--- src/rtl/eq_defs.sv ---
// ---------------------------------------------------------------------------
// eq_defs : shared definitions for the equalizer blocks.
//   - eq_state_e   : sequencing states of the band mixer (IDLE, MAC, OUT)
//   - unity_gain() : gain value equal to 1.0 for a given number of fraction bits
//   - clog2()      : ceiling log2 for parameter arithmetic
//   - sat_to_width(): clamp a signed value into a narrower signed range
// ---------------------------------------------------------------------------
package eq_defs;

    typedef enum logic [1:0] {
        IDLE = 2'd0,
        MAC  = 2'd1,
        OUT  = 2'd2
    } eq_state_e;

    // Widest value sat_to_width() can take; callers sign-extend into it.
    localparam int unsigned SAT_W = 64;

    function automatic int unsigned unity_gain(input int unsigned frac);
        return 32'd1 << frac;
    endfunction

    function automatic int unsigned clog2(input int unsigned n);
        int unsigned r;
        r = 0;
        for (int unsigned i = 0; i < 32; i++) begin
            if ((32'd1 << i) < n) r = i + 1;
        end
        return r;
    endfunction

    // Clamp v to [-2^(w-1), 2^(w-1)-1]; result stays SAT_W wide so the
    // caller can both truncate it and compare it against the input.
    function automatic logic signed [SAT_W-1:0] sat_to_width(
        input logic signed [SAT_W-1:0] v,
        input int unsigned             w
    );
        logic signed [SAT_W-1:0] hi;
        logic signed [SAT_W-1:0] lo;
        hi = (64'sd1 <<< (w - 1)) - 64'sd1;
        lo = -hi - 64'sd1;
        if (v > hi)      return hi;
        else if (v < lo) return lo;
        else             return v;
    endfunction

endpackage

--- src/rtl/eq_gain_ramp.sv ---
// ---------------------------------------------------------------------------
// eq_gain_ramp : per-band target/current gain register file.
//   clk, rst_n   : clock, asynchronous active-low reset (gains -> unity)
//   we_i/addr_i/wdata_i : target gain write port; addr_i >= N_BANDS ignored
//   ramp_i       : once-per-sample strobe; each current gain moves toward its
//                  target by at most RAMP_STEP (0 = jump straight to target)
//   rd_idx_i/rd_gain_o : current-gain read mux
// ---------------------------------------------------------------------------
module eq_gain_ramp
    import eq_defs::*;
#(
    parameter int unsigned N_BANDS   = 10,
    parameter int unsigned GAIN_W    = 13,
    parameter int unsigned GAIN_FRAC = 8,
    parameter int unsigned RAMP_STEP = 16,
    parameter int unsigned AW        = clog2(N_BANDS)
) (
    input  logic              clk,
    input  logic              rst_n,
    input  logic              we_i,
    input  logic [AW-1:0]     addr_i,
    input  logic [GAIN_W-1:0] wdata_i,
    input  logic              ramp_i,
    input  logic [AW-1:0]     rd_idx_i,
    output logic [GAIN_W-1:0] rd_gain_o
);

    localparam logic [GAIN_W-1:0] UNITY = GAIN_W'(unity_gain(GAIN_FRAC));
    localparam logic [GAIN_W-1:0] STEP  = GAIN_W'(RAMP_STEP);

    logic [GAIN_W-1:0] tgt_q [N_BANDS];
    logic [GAIN_W-1:0] tgt_d [N_BANDS];
    logic [GAIN_W-1:0] cur_q [N_BANDS];
    logic [GAIN_W-1:0] cur_d [N_BANDS];

    // The ramp reads tgt_q, so a write landing on the strobe cycle only
    // takes effect at the following strobe.
    always_comb begin
        for (int unsigned k = 0; k < N_BANDS; k++) begin
            tgt_d[k] = tgt_q[k];
            cur_d[k] = cur_q[k];
            if (we_i && (32'(addr_i) == k)) tgt_d[k] = wdata_i;
            if (ramp_i) begin
                if (RAMP_STEP == 0) begin
                    cur_d[k] = tgt_q[k];
                end else if (tgt_q[k] > cur_q[k]) begin
                    cur_d[k] = ((tgt_q[k] - cur_q[k]) <= STEP) ? tgt_q[k] : cur_q[k] + STEP;
                end else begin
                    cur_d[k] = ((cur_q[k] - tgt_q[k]) <= STEP) ? tgt_q[k] : cur_q[k] - STEP;
                end
            end
        end
    end

    always_ff @(posedge clk or negedge rst_n) begin
        if (!rst_n) begin
            for (int unsigned k = 0; k < N_BANDS; k++) begin
                tgt_q[k] <= UNITY;
                cur_q[k] <= UNITY;
            end
        end else begin
            tgt_q <= tgt_d;
            cur_q <= cur_d;
        end
    end

    always_comb begin
        rd_gain_o = '0;
        for (int unsigned k = 0; k < N_BANDS; k++) begin
            if (32'(rd_idx_i) == k) rd_gain_o = cur_q[k];
        end
    end

endmodule

--- src/rtl/eq_band_mixer.sv ---
// ---------------------------------------------------------------------------
// eq_band_mixer : weights each band sample by its ramped gain on one shared
// MAC, sums, saturates and emits one output sample per input set.
//   clk, rst_n          : clock, asynchronous active-low reset
//   band_in, in_valid   : packed signed band samples (band k at k*SAMPLE_W)
//   in_ready            : high in IDLE only; no input buffering
//   gain_we/addr/wdata  : target gain write port (any state)
//   audio_out, out_valid, clip : saturated sum, 1-cycle strobe, clamp flag
// Accept at edge 0 -> out_valid after edge N_BANDS+1; period N_BANDS+2.
// ---------------------------------------------------------------------------
module eq_band_mixer
    import eq_defs::*;
#(
    parameter int unsigned N_BANDS   = 10,
    parameter int unsigned SAMPLE_W  = 24,
    parameter int unsigned GAIN_W    = 13,
    parameter int unsigned GAIN_FRAC = 8,
    parameter int unsigned RAMP_STEP = 16
) (
    input  logic                          clk,
    input  logic                          rst_n,
    input  logic [N_BANDS*SAMPLE_W-1:0]   band_in,
    input  logic                          in_valid,
    output logic                          in_ready,
    input  logic                          gain_we,
    input  logic [clog2(N_BANDS)-1:0]     gain_addr,
    input  logic [GAIN_W-1:0]             gain_wdata,
    output logic signed [SAMPLE_W-1:0]    audio_out,
    output logic                          out_valid,
    output logic                          clip
);

    localparam int unsigned AW     = clog2(N_BANDS);
    localparam int unsigned ACC_W  = SAMPLE_W + GAIN_W + AW + 1;
    localparam int unsigned PROD_W = SAMPLE_W + GAIN_W + 1;

    eq_state_e                     state_q, state_d;
    logic [N_BANDS*SAMPLE_W-1:0]   band_q, band_d;
    logic signed [ACC_W-1:0]       acc_q, acc_d;
    logic [AW-1:0]                 idx_q, idx_d;
    logic signed [SAMPLE_W-1:0]    audio_q, audio_d;
    logic                          clip_q, clip_d;
    logic                          out_valid_q, out_valid_d;

    logic [GAIN_W-1:0]             cur_gain;
    logic signed [SAMPLE_W-1:0]    smp;
    logic signed [PROD_W-1:0]      prod;
    logic signed [ACC_W-1:0]       term;
    logic signed [SAT_W-1:0]       acc_ext;
    logic signed [SAT_W-1:0]       sat_v;

    // Ramp strobe is the OUT state, so gains only move between samples.
    eq_gain_ramp #(
        .N_BANDS   (N_BANDS),
        .GAIN_W    (GAIN_W),
        .GAIN_FRAC (GAIN_FRAC),
        .RAMP_STEP (RAMP_STEP),
        .AW        (AW)
    ) u_gain (
        .clk       (clk),
        .rst_n     (rst_n),
        .we_i      (gain_we),
        .addr_i    (gain_addr),
        .wdata_i   (gain_wdata),
        .ramp_i    (state_q == OUT),
        .rd_idx_i  (idx_q),
        .rd_gain_o (cur_gain)
    );

    always_comb begin
        state_d     = state_q;
        band_d      = band_q;
        acc_d       = acc_q;
        idx_d       = idx_q;
        audio_d     = audio_q;
        clip_d      = clip_q;
        out_valid_d = 1'b0;

        smp = '0;
        for (int unsigned k = 0; k < N_BANDS; k++) begin
            if (32'(idx_q) == k) smp = band_q[k*SAMPLE_W +: SAMPLE_W];
        end
        // Gain is unsigned: zero-extend by one bit before the signed multiply.
        prod    = PROD_W'(smp) * PROD_W'($signed({1'b0, cur_gain}));
        term    = ACC_W'(prod >>> GAIN_FRAC);
        acc_ext = SAT_W'(acc_q);
        sat_v   = sat_to_width(acc_ext, SAMPLE_W);

        case (state_q)
            IDLE: begin
                if (in_valid) begin
                    band_d  = band_in;
                    acc_d   = '0;
                    idx_d   = '0;
                    state_d = MAC;
                end
            end
            MAC: begin
                acc_d = acc_q + term;
                idx_d = idx_q + AW'(1);
                if (32'(idx_q) == N_BANDS - 1) state_d = OUT;
            end
            OUT: begin
                audio_d     = SAMPLE_W'(sat_v);
                clip_d      = (sat_v != acc_ext);
                out_valid_d = 1'b1;
                state_d     = IDLE;
            end
            default: state_d = IDLE;
        endcase
    end

    always_ff @(posedge clk or negedge rst_n) begin
        if (!rst_n) begin
            state_q     <= IDLE;
            band_q      <= '0;
            acc_q       <= '0;
            idx_q       <= '0;
            audio_q     <= '0;
            clip_q      <= 1'b0;
            out_valid_q <= 1'b0;
        end else begin
            state_q     <= state_d;
            band_q      <= band_d;
            acc_q       <= acc_d;
            idx_q       <= idx_d;
            audio_q     <= audio_d;
            clip_q      <= clip_d;
            out_valid_q <= out_valid_d;
        end
    end

    assign in_ready  = (state_q == IDLE);
    assign audio_out = audio_q;
    assign out_valid = out_valid_q;
    assign clip      = clip_q;

endmodule

--- config.mk ---
export PLATFORM = sky130hd
export DESIGN_NAME = eq_band_mixer
export DESIGN_NICKNAME = d
export VERILOG_FILES = /design/src/rtl/eq_defs.sv /design/src/rtl/eq_gain_ramp.sv /design/src/rtl/eq_band_mixer.sv
export SDC_FILE = /design/constraint.sdc
export NUM_CORES = 2
export LEC_CHECK = 0
export ABC_AREA = 1
export CORE_ASPECT_RATIO = 1.25
export CORE_MARGIN = 5
export CORE_UTILIZATION = 55
export CTS_CLUSTER_SIZE = 25
export DETAILED_ROUTE_END_ITERATION = 8
export PLACE_DENSITY = 0.83
export SLEW_MARGIN = 0
export SYNTH_ARGS = -nofsm -noshare
export SYNTH_HDL_FRONTEND = slang
export SYNTH_HIERARCHICAL = 1
export SYNTH_SLANG_ARGS = --single-unit
--- constraint.sdc ---
create_clock -name clk -period 18.86 [get_ports clk]
set_clock_uncertainty 0.15 [all_clocks]
set_input_delay 2.829 -clock clk [delete_from_list [all_inputs] [get_ports clk]]
set_output_delay 2.829 -clock clk [all_outputs]
set_load 0.1 [all_outputs]
; ---- Word-level counts from Yosys, hierarchy flattened
; Index checks and enable logic that the tools add are counted.
[totals]
output_inout_bits = 27
regBits = 574
[op_classes]
multipliers = 1
eq_ne = 23
add_sub_neg = 42
reduce_logical = 17
mux = 60
order_cmp = 32
[op_table]
columns = cell, count
row1 = 2-to-1 mux 13 bit, 40
row2 = <= comparator 13 x 5 -> 1 bit (second input constant), 20
row3 = subtractor 13 bit, 20
row4 = 2-to-1 mux 24 bit, 10
row5 = adder 13 x 5 -> 13 bit (second input constant), 10
row6 = > comparator 13 bit, 10
row7 = subtractor 13 x 5 -> 13 bit (second input constant), 10
row8 = 2-to-1 mux 64 bit, 2
row9 = case mux 42 bit (2 select lines), 1
row10 = inequality test 64 x 42 -> 1 bit, 1
row11 = adder 42 x 30 -> 42 bit, 1
row12 = > comparator 42 x 24 -> 1 bit (second input constant), 1
row13 = less-than comparator 42 x 24 -> 1 bit (second input constant), 1
row14 = 2-to-1 mux 42 bit, 1
row15 = multiplier 24 x 14 -> 38 bit, 1
row16 = == test 4 x 3 -> 1 bit (second input constant), 8
row17 = == test 4 x 2 -> 1 bit (second input constant), 4
row18 = == test 4 bit (second input constant), 4
row19 = logical AND 1 bit, 10
row20 = == test 4 x 1 -> 1 bit (second input constant), 2
row21 = zero test 4 bit, 2
row22 = case mux 4 bit (2 select lines), 1
row23 = AND reduction 2 bit, 3
row24 = adder 4 x 1 -> 4 bit (second input constant), 1
row25 = other kinds (9), 11

; ---- Logic depth before layout (Yosys ltp)
[depth]
depth_word = 14
depth_mapped = 52

; ---- Cells and area by module
; The synthesis kept the hierarchy.
[by_module_without_submodules]
columns = mod, instances, seq_area_each_um2, cells_per_inst, area_per_inst_um2
row1 = eq_gain_ramp, 1, 6531.3, 5068, 30767.0
row2 = eq_band_mixer, 1, 7857.5, 3617, 27986.8

; ---- Worst setup path before layout
; OpenSTA, ideal clock, no wires.
[synth_timing]
kind = flip-flop to flip-flop
startpoint = register idx_q[0]
endpoint = register acc_q[41]
period_less_slack_ns = 9.159
required_ns = 18.592
setup_time_ns = 0.118
arrival_time_ns = 8.892
path_stages_with_launch = 46
path_buffers = 2
path_slack_ns = 9.701
cell_sequence = dfrtp_1 inv_1 nor2_1 nand2_1 clkbuf_1 o22ai_1 a21oi_1 o21ai_0 o22ai_1 o21ai_0 nor2_1 o211ai_1 inv_1 clkbuf_1 nor2_1 fa_1 inv_1 fa_1 [10 not listed] inv_1 nor4_1 nand2_1 nor2_1 a211oi_1 nand3_1 nand2_1 ha_1 nand2_1 nor2_1 nand2_1 o21ai_0 nand3_1 nand3_1 xor2_1 nand2_1 nand3_1 nand2_1
[synth_via]
elab_chain_len = 14
elab_cells_between_ends = 33
[synth_lines]
columns = element, line
row1 = "start, declared", eq_band_mixer.sv:40  ; logic [AW-1:0] idx_q, idx_d;
row2 = "start signal, assigned", eq_band_mixer.sv:126  ; idx_q <= idx_d;
row3 = zero test 4 bit, eq_gain_ramp.sv:70  ; if (32'(rd_idx_i) == k) rd_gain_o = cur_q[k];
row4 = 2-to-1 mux 13 bit (9 in a row), eq_gain_ramp.sv:70
row5 = 2-to-1 mux 13 bit *, eq_gain_ramp.sv:70
row6 = net cur_gain[4], eq_band_mixer.sv:45  ; logic [GAIN_W-1:0] cur_gain;
row7 = multiplier 24 x 14 -> 38 bit *, eq_band_mixer.sv:84  ; prod = PROD_W'(smp) * PROD_W'($signed({1'b0, cur_gain}));
row8 = adder 42 x 30 -> 42 bit *, eq_band_mixer.sv:99  ; acc_d = acc_q + term;
row9 = case mux 42 bit (2 select lines) *, eq_band_mixer.sv:89  ; case (state_q)
row10 = "end signal, assigned", eq_band_mixer.sv:117  ; acc_q <= '0;
row11 = "end signal, assigned", eq_band_mixer.sv:125  ; acc_q <= acc_d;
row12 = "end, declared", eq_band_mixer.sv:39  ; logic signed [ACC_W-1:0] acc_q, acc_d;
; Mark *: on every way through the listed nets, which the timed path passes. The rest lies on a longest branch.
; A chain may end at the register's enable or synchronous reset.

; ---- Final worst setup path
[layout_timing]
startpoint = register idx_q[2]
endpoint = register acc_q[41]
; The elaborated chain is that of the path after synthesis.

==> key figures <==
Clock network
  – Worst-Skew Late Latency: slightly below 0.7 ns
  – H-tree depth: 3
  – Sink Count: 574
  – TritonCTS Buffers: 67
  – Post-CTS Setup Bufs: 0
  – Max clock buf depth: 3
  – Post-CTS sizing: 0
  – Hold-fix buffers, CTS: 0
  – CTS tree: built
  – Clk root buf: clkbuf_16
  – Clock slew at reported path FFs: 0.06 ns

Global routing
  – Pin count of the biggest net entering global routing: 183
  – GRT overflow: 0
  – Global-route usage over all layers: 33.6%
  – First-pass GRT wire length: 307000 µm
  – Vias in the first global route: 57688
  – Initial antenna violation count: 5

Critical path
  – Critical Path RT: 19.31 ns
  – Crit-path slowest cell: fa_1
  – Crit Path Class: reg2reg
  – Reg2reg end: acc_q[41]$_DFFE_PN0P_
  – Arrival time worst endpoint: roughly 12 ns
  – CP top delay family: adder cells
  – Buffers plus inverters on the worst setup path: 8
  – Setup crit start kind: register
  – Slowest Stage Delay on Critical Path: 0.71 ns
  – Reg2reg path depth: between 40 and 50
  – Crit path capture: acc_q[41]$_DFFE_PN0P_
  – Crit path from: idx_q[2]$_DFFE_PN0P_
  – Crit path depth: 41
  – CP Capture Type: register
  – FF-to-FF setup slack: 7.22 ns
  – Reg2Reg Launch Point: idx_q[2]$_DFFE_PN0P_
  – Crit-path max FO: 21

STA
  – Final Hold Viols: 0
  – Setup_tns: 0 ns
  – RSZ-0062 raised after global routing: no
  – Final Max Tran Viols: 0
  – Minimum clock period: 11.64 ns
  – Crit share post-route: 61.7%
  – Least-Margin Pin Slew: 1.19 ns
  – Worst slew margin: 20.9%
  – Highest Clock Rate: 0.0859 GHz
  – Final Setup Violations: 0

Route
  – TritonRoute pass-1 iters: 8
  – Routed Antenna Nets: 0
  – # DRC: 0
  – Final wirelength: 195000 µm
  – Vias per cell: 5.70
  – Initial DRC count: between 5000 and 6000
  – Vias: 58759
  – Average wire per cell in the routed design: about 19 µm

Job
  – Max Cap Violations: 0

Final layout
  – Fin cells: between 10000 and 15000
  – Share of cells above drive strength 1: ~4.3%
  – FF/Latch Area: between 10000 and 15000 µm²
  – Multi-input logic area: 38600 µm²
  – Nets@finish: 9786
  – Area delta synth->final: 10.9%
  – Filler Cell Count: between 9000 and 10000
  – Final Util: 61.2%

Worst hold path
  – Min-Delay Path Class: reg2reg

Synthesis
  – Main area contributors after synthesis: dfrtp_1 24%, nand2_1 18%, fa_1 9.9%, ha_1 8.7%, inv_1 7.9%
  – Synth Instances: 8685
  – Yosys reg bits: 574
  – Syn avg cell area: 6.76 µm²
  – Seq/Total Area, Yosys: about 24%
  – Yosys Warn Count: 6
  – Top-area cell type share of the netlist area: 23.6%
  – Post-synth net total: 9645
  – Library cells used by synthesis: 61
  – Post-synth top area cell: dfrtp_1
  – Cell area after synthesis: 58800 µm²

Placed design
  – Port Buf Inserts: between 200 and 300
  – Detailed-placement wirelength estimate: 151000 µm
  – Post-placement cell count: 10185
  – GP Congestion: around 1.0

Floorplan
  – Die width: a little over 300 µm
  – Initial Utilization: 55.2%
  – Core ar.: approximately 110000 µm²
  – Die Y-Extent: 375 µm
  – IO Pins: 288
  – Num rows: 134
  – Die ar.: 114000 µm²

Outcome
  – Status: complete, no violations
## stage by stage
| stage | hold slack, ns | worst slack [ns] | area, µm² |
|---|---|---|---|
| 6_report | 0.323 | 7.22 | 65200 |
| 3_5_place_dp | 0.310 | 7.42 | 62800 |
| 3_3_place_gp | 0.304 | 7.58 | 62800 |
| 2_1_floorplan | 0.290 | 9.70 | 58800 |
| 4_1_cts | 0.326 | 7.41 | 65200 |
| 5_1_grt | 0.343 | 6.51 | 65200 |
## flip-flops by register name, indices dropped and copies added, names as in the netlist
signal,flops
out_valid,1
state_q,2
audio_out,24
u_gain/cur_q,130
clip,1
band_q,240
acc_q,42
u_gain/tgt_q,130
idx_q,4
## cells in the mapped netlist, drive strengths merged
cell type / count
dfstp: 20
o2111ai: 28
a221oi: 1
a311oi: 1
dfrtp: 554
a211oi: 4
o21ai: 389
a22o: 1
o211a: 1
o211ai: 36
xnor2: 26
ha: 409
clkbuf: 174
o21a: 15
a2111oi: 2
nand2: 2924
a21oi: 304
nor3: 50
o21bai: 27
buf: 76
or4: 1
and2: 13
o221ai: 4
nand4: 159
xor2: 201
a31oi: 29
nor2: 616
a21o: 18
inv: 1261
or2: 31
nand3: 912
o41ai: 1
a21boi: 5
o22ai: 49
nor4: 15
fa: 290
nand3b: 18
clkinv: 17
o31ai: 3
## cell type report
cell class	instances	area share [%]
antenna	6	0.0230
clock buffer	84	2.78
clock inverter	38	0.914
inverter	1278	7.37
multi-input combinational	6583	59.2
sequential	574	22.1
tap	1428	2.74
timing repair buffer	322	4.90
## worst reg2reg max path: cells and delay by family (launching register included)
kind / cells / cell delay, ns
adder cells (fa/ha/maj): 8 / 4.26
AND/OR/NAND/NOR: 15 / 2.90
AO/OA/AOI/OAI: 9 / 2.40
buffers and inverters: 8 / 1.07
flip-flops: 1 / 0.64
XOR/XNOR: 1 / 0.19
## metal layers
layer,global-route usage [%],share of wire (%),up-vias
met4,20.2,6.9,0
met5,0,0,-
met2,57.0,48,2773
met1,40.0,37,27468
li1,-,-,27819
met3,5.44,7.8,699
## worst min-delay path by stage
stage	from	end	slack (ns)	depth (start not counted)
after global placement	band_q[145]$_DFFE_PN0P_	band_q[145]$_DFFE_PN0P_	0.30	2
after CTS	band_q[230]$_DFFE_PN0P_	band_q[230]$_DFFE_PN0P_	0.33	2
after detailed placement	band_q[230]$_DFFE_PN0P_	band_q[230]$_DFFE_PN0P_	0.31	2
final	band_q[233]$_DFFE_PN0P_	band_q[233]$_DFFE_PN0P_	0.32	2
after global routing	band_q[117]$_DFFE_PN0P_	band_q[117]$_DFFE_PN0P_	0.34	2
after floorplan	band_q[48]$_DFFE_PN0P_	band_q[48]$_DFFE_PN0P_	0.29	2
## cell usage in the layout, fill, tap and decap left out, types with 20 or more instances in the layout
cell,synthesis,routed
nand4_1,159,159
o211ai_1,36,36
fa_1,290,290
dfstp_2,20,20
inv_1,1240,1240
xor2_1,201,201
clkdlybuf4s50_1,0,286
nand3_1,884,884
clkbuf_16,0,67
nor2_1,561,559
nand2_1,2871,2870
o21ai_1,47,47
nor3_1,47,47
a21oi_1,297,297
o21bai_1,27,27
inv_2,21,20
dfrtp_1,554,554
o22ai_1,49,49
buf_4,3,31
or2_2,29,29
nor2_4,29,31
ha_1,409,409
a31oi_1,29,29
nand2_2,43,43
o21ai_0,340,340
xnor2_1,26,26
nor2_2,24,24
## cell families after synthesis
logic type | Yosys count | share of synthesized area [%]
AO/OA/AOI/OAI | 918 | 8.91
AND/OR/NAND/NOR | 4739 | 34.7
buffers and inverters | 1528 | 9.91
flip-flops | 574 | 24.5
adder cells (fa/ha/maj) | 699 | 18.6
XOR/XNOR | 227 | 3.38
Power is left out: the tool's default activity adds up to more than one toggle a clock period on the data nets, which glitch-free logic cannot reach.
